<file path="src/rtl/memory_stage.sv">
// memory_stage: MEM stage of the RV32I pipeline.
// Holds the EX/MEM pipeline register, runs the data-memory request/ready
// handshake, formats store lanes, extends load data and stalls upstream
// stages while an access is outstanding.
module memory_stage (
    input  logic        clock,
    input  logic        reset,
    input  logic        valid_Exec,
    input  logic [31:0] ALU_result_Exec,
    input  logic [31:0] Rdata2_Exec,
    input  logic [4:0]  Rd_Exec,
    input  logic        wrEn_Exec,
    input  logic [6:0]  opcode_Exec,
    input  logic [2:0]  funct3_Exec,
    output logic        dmem_req,
    output logic        dmem_we,
    output logic [31:0] dmem_addr,
    output logic [3:0]  dmem_be,
    output logic [31:0] dmem_wdata,
    input  logic        dmem_ready,
    input  logic [31:0] dmem_rdata,
    output logic        stall_Mem,
    output logic [4:0]  Rd_Mem,
    output logic        wrEn_Mem,
    output logic [6:0]  opcode_Mem,
    output logic [31:0] ALU_output_Mem,
    output logic        mem_wEn_Mem,
    output logic [31:0] Data_mem_Mem,
    output logic        misaligned_Mem
);

    localparam logic [6:0] OP_LOAD  = 7'b0000011;
    localparam logic [6:0] OP_STORE = 7'b0100011;

    typedef enum logic [1:0] {IDLE, BUSY, DONE} state_t;

    state_t      state;
    state_t      state_next;

    logic [4:0]  rd_q;
    logic        wren_q;
    logic [6:0]  opcode_q;
    logic [31:0] alu_q;
    logic [31:0] store_data_q;
    logic [2:0]  funct3_q;
    logic [31:0] load_data_q;

    logic        exec_mem_op;
    logic        exec_aligned_mem;
    logic        is_load;
    logic        is_store;
    logic        misaligned;
    logic [3:0]  store_be;
    logic [31:0] store_wdata;
    logic [31:0] lane_word;
    logic [31:0] load_ext;

    // Halfword needs addr[0]=0, word needs addr[1:0]=0; bytes are always aligned.
    function automatic logic is_misaligned(input logic [1:0] size, input logic [1:0] addr);
        logic result;
        result = 1'b0;
        case (size)
            2'b01:   result = addr[0];
            2'b10:   result = (addr != 2'b00);
            default: result = 1'b0;
        endcase
        return result;
    endfunction

    // Classify the instruction currently offered by EX.
    always_comb begin
        exec_mem_op      = valid_Exec && ((opcode_Exec == OP_LOAD) || (opcode_Exec == OP_STORE));
        exec_aligned_mem = exec_mem_op && !is_misaligned(funct3_Exec[1:0], ALU_result_Exec[1:0]);
    end

    // EX/MEM pipeline register; frozen while an access is outstanding.
    always_ff @(posedge clock) begin
        if (reset) begin
            rd_q         <= '0;
            wren_q       <= 1'b0;
            opcode_q     <= '0;
            alu_q        <= '0;
            store_data_q <= '0;
            funct3_q     <= '0;
        end else if (state != BUSY) begin
            rd_q         <= Rd_Exec;
            wren_q       <= valid_Exec && wrEn_Exec;
            opcode_q     <= valid_Exec ? opcode_Exec : 7'd0;
            alu_q        <= ALU_result_Exec;
            store_data_q <= Rdata2_Exec;
            funct3_q     <= funct3_Exec;
        end
    end

    // FSM state register.
    always_ff @(posedge clock) begin
        if (reset) begin
            state <= IDLE;
        end else begin
            state <= state_next;
        end
    end

    // FSM next state: BUSY waits for ready; IDLE and DONE are capture cycles.
    always_comb begin
        state_next = state;
        case (state)
            BUSY:    state_next = dmem_ready ? DONE : BUSY;
            default: state_next = exec_aligned_mem ? BUSY : IDLE;
        endcase
    end

    // Load result register; updated only when a load completes.
    always_ff @(posedge clock) begin
        if (reset) begin
            load_data_q <= '0;
        end else if ((state == BUSY) && dmem_ready && is_load) begin
            load_data_q <= load_ext;
        end
    end

    // Decode of the held instruction, store lane placement and load extension.
    always_comb begin
        is_load     = (opcode_q == OP_LOAD);
        is_store    = (opcode_q == OP_STORE);
        misaligned  = (is_load || is_store) && is_misaligned(funct3_q[1:0], alu_q[1:0]);

        store_be    = 4'b1111;
        store_wdata = store_data_q;
        case (funct3_q[1:0])
            2'b00: begin
                store_be    = 4'b0001 << alu_q[1:0];
                store_wdata = {4{store_data_q[7:0]}};
            end
            2'b01: begin
                store_be    = 4'b0011 << {alu_q[1], 1'b0};
                store_wdata = {2{store_data_q[15:0]}};
            end
            default: begin
                store_be    = 4'b1111;
                store_wdata = store_data_q;
            end
        endcase

        lane_word = dmem_rdata >> {alu_q[1:0], 3'b000};
        case (funct3_q)
            3'b000:  load_ext = {{24{lane_word[7]}}, lane_word[7:0]};
            3'b001:  load_ext = {{16{lane_word[15]}}, lane_word[15:0]};
            3'b100:  load_ext = {24'd0, lane_word[7:0]};
            3'b101:  load_ext = {16'd0, lane_word[15:0]};
            default: load_ext = dmem_rdata;
        endcase
    end

    // FSM outputs and published MEM-stage signals; memory port is quiet outside BUSY.
    always_comb begin
        dmem_req       = (state == BUSY);
        stall_Mem      = (state == BUSY);
        dmem_we        = dmem_req && is_store;
        dmem_addr      = dmem_req ? {alu_q[31:2], 2'b00} : '0;
        dmem_be        = dmem_req ? (is_store ? store_be : 4'b1111) : '0;
        dmem_wdata     = (dmem_req && is_store) ? store_wdata : '0;
        mem_wEn_Mem    = is_store && (state != IDLE);
        misaligned_Mem = misaligned;
        Rd_Mem         = rd_q;
        wrEn_Mem       = wren_q && !misaligned;
        opcode_Mem     = opcode_q;
        ALU_output_Mem = alu_q;
        Data_mem_Mem   = load_data_q;
    end

endmodule
</file>
<file path="config.mk">
export PLATFORM = sky130hd
export DESIGN_NAME = memory_stage
export DESIGN_NICKNAME = d
export VERILOG_FILES = /design/src/rtl/memory_stage.sv
export SDC_FILE = /design/constraint.sdc
export NUM_CORES = 1
export LEC_CHECK = 0
export CAP_MARGIN = 20
export CORE_MARGIN = 2
export CORE_UTILIZATION = 41
export DETAILED_ROUTE_END_ITERATION = 10
export PLACE_DENSITY = 0.87
export REMOVE_ABC_BUFFERS = 1
export SLEW_MARGIN = 0
export SYNTH_ARGS = -nofsm -noshare
export SYNTH_HDL_FRONTEND = slang
export SYNTH_SLANG_ARGS = --single-unit
</file>
<file path="constraint.sdc">
create_clock -name clock -period 2 [get_ports clock]
set_clock_uncertainty 0.05 [all_clocks]
set_input_delay 0.2 -clock clock [delete_from_list [all_inputs] [get_ports clock]]
set_output_delay 0.2 -clock clock [all_outputs]
set_load 0.02 [all_outputs]
</file>
==> flow_results.xml <==
<?xml version="1.0" encoding="UTF-8"?>
<metrics>
  <group name="floorplanning">
    <metric name="initial_core_util" unit="%">42.34</metric>
    <metric name="dieArea" unit="sq um">14120</metric>
    <metric name="core-area" unit="sq um">12770</metric>
    <metric name="num_rows" unit="">41</metric>
    <metric name="die-height" unit="um">118.8</metric>
    <metric name="dieWidth" unit="um">118.8</metric>
    <metric name="boundaryPins" unit="">266</metric>
  </group>
  <group name="synth">
    <metric name="postSynthCellCount" unit="">731</metric>
    <metric name="async_flop_share" unit="%">0</metric>
    <metric name="synth_sequential_area_ratio" unit="%">42.20</metric>
    <metric name="synthesis.area" unit="sq um">5408</metric>
    <metric name="synth_largest_area_cell" unit="">dfxtp_1</metric>
    <metric name="synth_top_cells_by_area" unit="">dfxtp_1 42%, nand2_1 13%, a21oi_1 9.9%</metric>
    <metric name="synth_edf_count" unit="">0</metric>
    <metric name="syn-mean-instance-area" unit="sq um">7.398</metric>
    <metric name="ys_ff_latch" unit="">114</metric>
    <metric name="synth_cell_type_count" unit="">46</metric>
    <metric name="ys.warnings.count" unit="">0</metric>
    <metric name="ys.flop_type" unit="">dfxtp_1</metric>
    <metric name="yosys.area.top_type_share" unit="%">42.20</metric>
  </group>
  <group name="timing">
    <metric name="achievable-frequency" unit="MHz">466.8</metric>
    <metric name="maxSlewHeadroom" unit="%">49.48</metric>
    <metric name="finalHoldViolations" unit="">0</metric>
    <metric name="setup_ws" unit="ns">-0.1424</metric>
    <metric name="grt_setup_unrepaired" unit="">true</metric>
    <metric name="final_min_period_over_clock_period" unit="%">107.1</metric>
    <metric name="setup-violations-final" unit="">24</metric>
    <metric name="post-route-min-period" unit="ns">2.142</metric>
    <metric name="worst_pin_slew" unit="ns">0.7578</metric>
    <metric name="timing.final.max_slew_violations" unit="">0</metric>
  </group>
  <group name="critical_path">
    <metric name="timing.critical_path.cells" unit="">buf_6 -&gt; ha_4 -&gt; buf_6 -&gt; or2_4 -&gt; a31oi_1 -&gt; a211oi_2 -&gt; buf_4</metric>
    <metric name="peak_per_stage_delay_on_the_critical_path" unit="ns">0.33</metric>
    <metric name="timing_worst_setup_path_type" unit="">reg2out</metric>
    <metric name="worst-endpoint-required" unit="ns">1.75</metric>
    <metric name="critical_path.most_common_cell" unit="">buf_6</metric>
    <metric name="critPathLaunchType" unit="">flop</metric>
    <metric name="timing.critical_path.arrival" unit="ns">1.89</metric>
    <metric name="crit_fanout" unit="">6</metric>
    <metric name="critPathCaptureType" unit="">output pin</metric>
    <metric name="cp_slowest_cell" unit="">dfxtp_2</metric>
  </group>
  <group name="clock_network">
    <metric name="ctsLongestPathBuffers" unit="">2</metric>
    <metric name="holdBufCountCts" unit="">0</metric>
    <metric name="clk_pin_slew_worst_paths" unit="ns">0.06</metric>
    <metric name="cts_tree" unit="">yes</metric>
    <metric name="cts_root_buf" unit="">clkbuf_16</metric>
    <metric name="ctsHtreeMaxLevel" unit="">4</metric>
    <metric name="cts_sinks" unit="">114</metric>
    <metric name="cts-buffers-inserted" unit="">17</metric>
    <metric name="worst_skew_pair.late_latency" unit="ns">0.40</metric>
  </group>
  <group name="pwr">
    <metric name="ir_drop" unit="V">0.0005913</metric>
    <metric name="power.internal" unit="W">0.005141</metric>
    <metric name="p_clk_share" unit="%">49.4</metric>
    <metric name="seq_power_share" unit="%">36.2</metric>
    <metric name="power" unit="W">0.006723</metric>
    <metric name="power.share.combinational" unit="%">14.4</metric>
    <metric name="power_switching_share" unit="%">23.53</metric>
    <metric name="power.density_cell_area" unit="nW/um^2">699.8</metric>
    <metric name="leakage" unit="nW">4.198</metric>
    <metric name="p_switching" unit="W">0.001582</metric>
  </group>
  <group name="layout">
    <metric name="post-route-util" unit="%">75.22</metric>
    <metric name="multi_input_comb_area" unit="sq um">3142</metric>
    <metric name="fill_cells" unit="">907</metric>
    <metric name="layout_commonest_cell" unit="">clkdlybuf4s50_1</metric>
    <metric name="layout.cells.most_common_list" unit="">189 x clkdlybuf4s50_1, 172 x nand2_1, 109 x dfxtp_1, 90 x a21oi_1, 53 x buf_4</metric>
    <metric name="synthToLayoutAreaGrowth" unit="%">77.67</metric>
    <metric name="drive_gt1_share" unit="%">22.87</metric>
    <metric name="fin_nets" unit="">1132</metric>
    <metric name="antenna_cells_inserted" unit="">0</metric>
    <metric name="final_design_instance_area_without_fill" unit="sq um">9608</metric>
    <metric name="sequential_cell_area" unit="sq um">2288</metric>
  </group>
  <group name="placed_design">
    <metric name="place.port_buffers" unit="">263</metric>
    <metric name="post_dp_cell_area" unit="sq um">8404</metric>
    <metric name="gp_congestion" unit="">0.8699</metric>
    <metric name="pre_cts_ws" unit="ns">-0.2433</metric>
    <metric name="place_hpwl" unit="mm">13.49</metric>
  </group>
  <group name="drt">
    <metric name="drt_iter0_markers" unit="">615</metric>
    <metric name="count_of_antenna_violating_nets_left_after_detailed_routing" unit="">0</metric>
    <metric name="detail_route.vias_per_cell" unit="">5.397</metric>
    <metric name="detail_route.wl_per_cell" unit="um">17.49</metric>
    <metric name="routed-via-count" unit="">6449</metric>
    <metric name="remaining_drc_errors" unit="">0</metric>
    <metric name="routed_wirelength" unit="mm">20.90</metric>
    <metric name="drt_first_pass_iters" unit="">5</metric>
  </group>
  <group name="global_routing">
    <metric name="pin_count_of_the_biggest_net_entering_global_routing" unit="">73</metric>
    <metric name="grt_util_all_layers" unit="%">27.35</metric>
    <metric name="vias_in_the_first_global_route" unit="">6237</metric>
    <metric name="grt_pass1_wl" unit="mm">31.33</metric>
    <metric name="globalRoute.totalOverflow" unit="">0</metric>
    <metric name="antenna_violations_before_repair" unit="">0</metric>
  </group>
  <group name="run_status">
    <metric name="run_status" unit="">finished with violations</metric>
    <metric name="violations" unit="">negative setup slack</metric>
  </group>
  <group name="job">
    <metric name="drv.max_cap_violation_count" unit="">0</metric>
  </group>
  <group name="hold_path">
    <metric name="timing.hold.worst.class" unit="">in2reg</metric>
  </group>
</metrics>
==> cell type report <==
type,instances,share of cell area (%)
timing repair buffer,322,32.96
multi-input combinational,516,32.70
sequential,114,23.82
clock buffer,22,4.831
tap,172,2.240
clock inverter,10,1.875
inverter,39,1.576
==> power groups by stage <==
stage	sequential, W	combinational, W	clock [W]
6_report	0.00243	0.000968	0.00332
5_1_grt	0.00244	0.00103	0.00348
4_1_cts	0.00242	0.000919	0.00335
3_5_place_dp	0.00246	0.000839	0
3_3_place_gp	0.00246	0.000827	0
2_1_floorplan	0.00252	0.000253	0
==> kinds of logic (layout without fill, tap and decap cells) <==
kind of cell,count (synthesis),count (layout),share of synthesized area (%)
AO/OA/AOI/OAI,170,170,18.88
other,1,2,0.06935
adder cells (fa/ha/maj),6,6,1.388
AND/OR/NAND/NOR,326,327,26.89
buffers and inverters,103,393,8.306
multiplexers,11,11,2.268
flip-flops,114,114,42.20
==> repair_timing <==
action | 4_1_cts | 5_1_grt
gates resized for setup | 301 | 132
buffers inserted | 5 | 3
pin swaps | 19 | 18
endpoints found under the setup margin | 76 | 68
cloned | 1 | 4
hold endpoints to repair | 0 | 0
==> path summary, 6_finish.rpt <==
path,cells past startpoint,slack (ns),startpoint,endpoint
worst max register to register,6,0.03,ALU_output_Mem[1],Data_mem_Mem[31]
worst min-delay path,2,0.15,reset,store_data_q[20]
worst min register to register,2,0.40,store_data_q[25],store_data_q[25]
worst max-delay path,7,-0.14,funct3_q[0],dmem_wdata[9]
==> metal layers <==
layer  global-route usage, %  routed length, um
met1                   31.63               7994
met2                   46.66              10440
met3                   8.238               1717
met4                   11.90                741
met5                       0                  0
==> worst max-delay path: cells and delay by family (launching register included) <==
family	cells	cell delay, ns
AOI/OAI and AO/OA	2	0.33
buffers and inverters	3	0.39
and+or+nand+nor	1	0.28
DFF	1	0.33
adders and majority gates	1	0.16
==> state kept, by name, indices dropped and copies added, names as in the netlist <==
| signal | flops |
|---|---|
| Rd_Mem | 5 |
| ALU_output_Mem | 32 |
| wren_q | 1 |
| store_data_q | 32 |
| Data_mem_Mem | 32 |
| opcode_Mem | 7 |
| state | 2 |
| funct3_q | 3 |
==> stage by stage <==
step	hold slack, ns	setup TNS [ns]	std cells
after detailed placement	0.3955	-5.577	1152
after CTS	0.1273	-2.090	1190
after global routing	0.1367	-3.590	1195
final	0.1456	-1.404	1195
after global placement	0.3890	-3.968	1152
after floorplan	0.2179	-317.61	668
==> synth_stat cells (2+ instances only) <==
cell,count
buf_2,16
nor2b_1,3
and2_1,2
nand3_1,37
nand2_1,185
a21oi_1,107
clkbuf_1,34
buf_1,3
nor2_1,42
a222oi_1,7
buf_4,9
a211oi_1,26
dfxtp_1,114
inv_1,38
nand3b_1,20
and3_1,16
ha_1,6
nor3_1,8
mux2i_1,10
o21ai_0,11
a31oi_1,10
nand2b_1,3
Note: power is estimated with default switching activity, not from simulation.
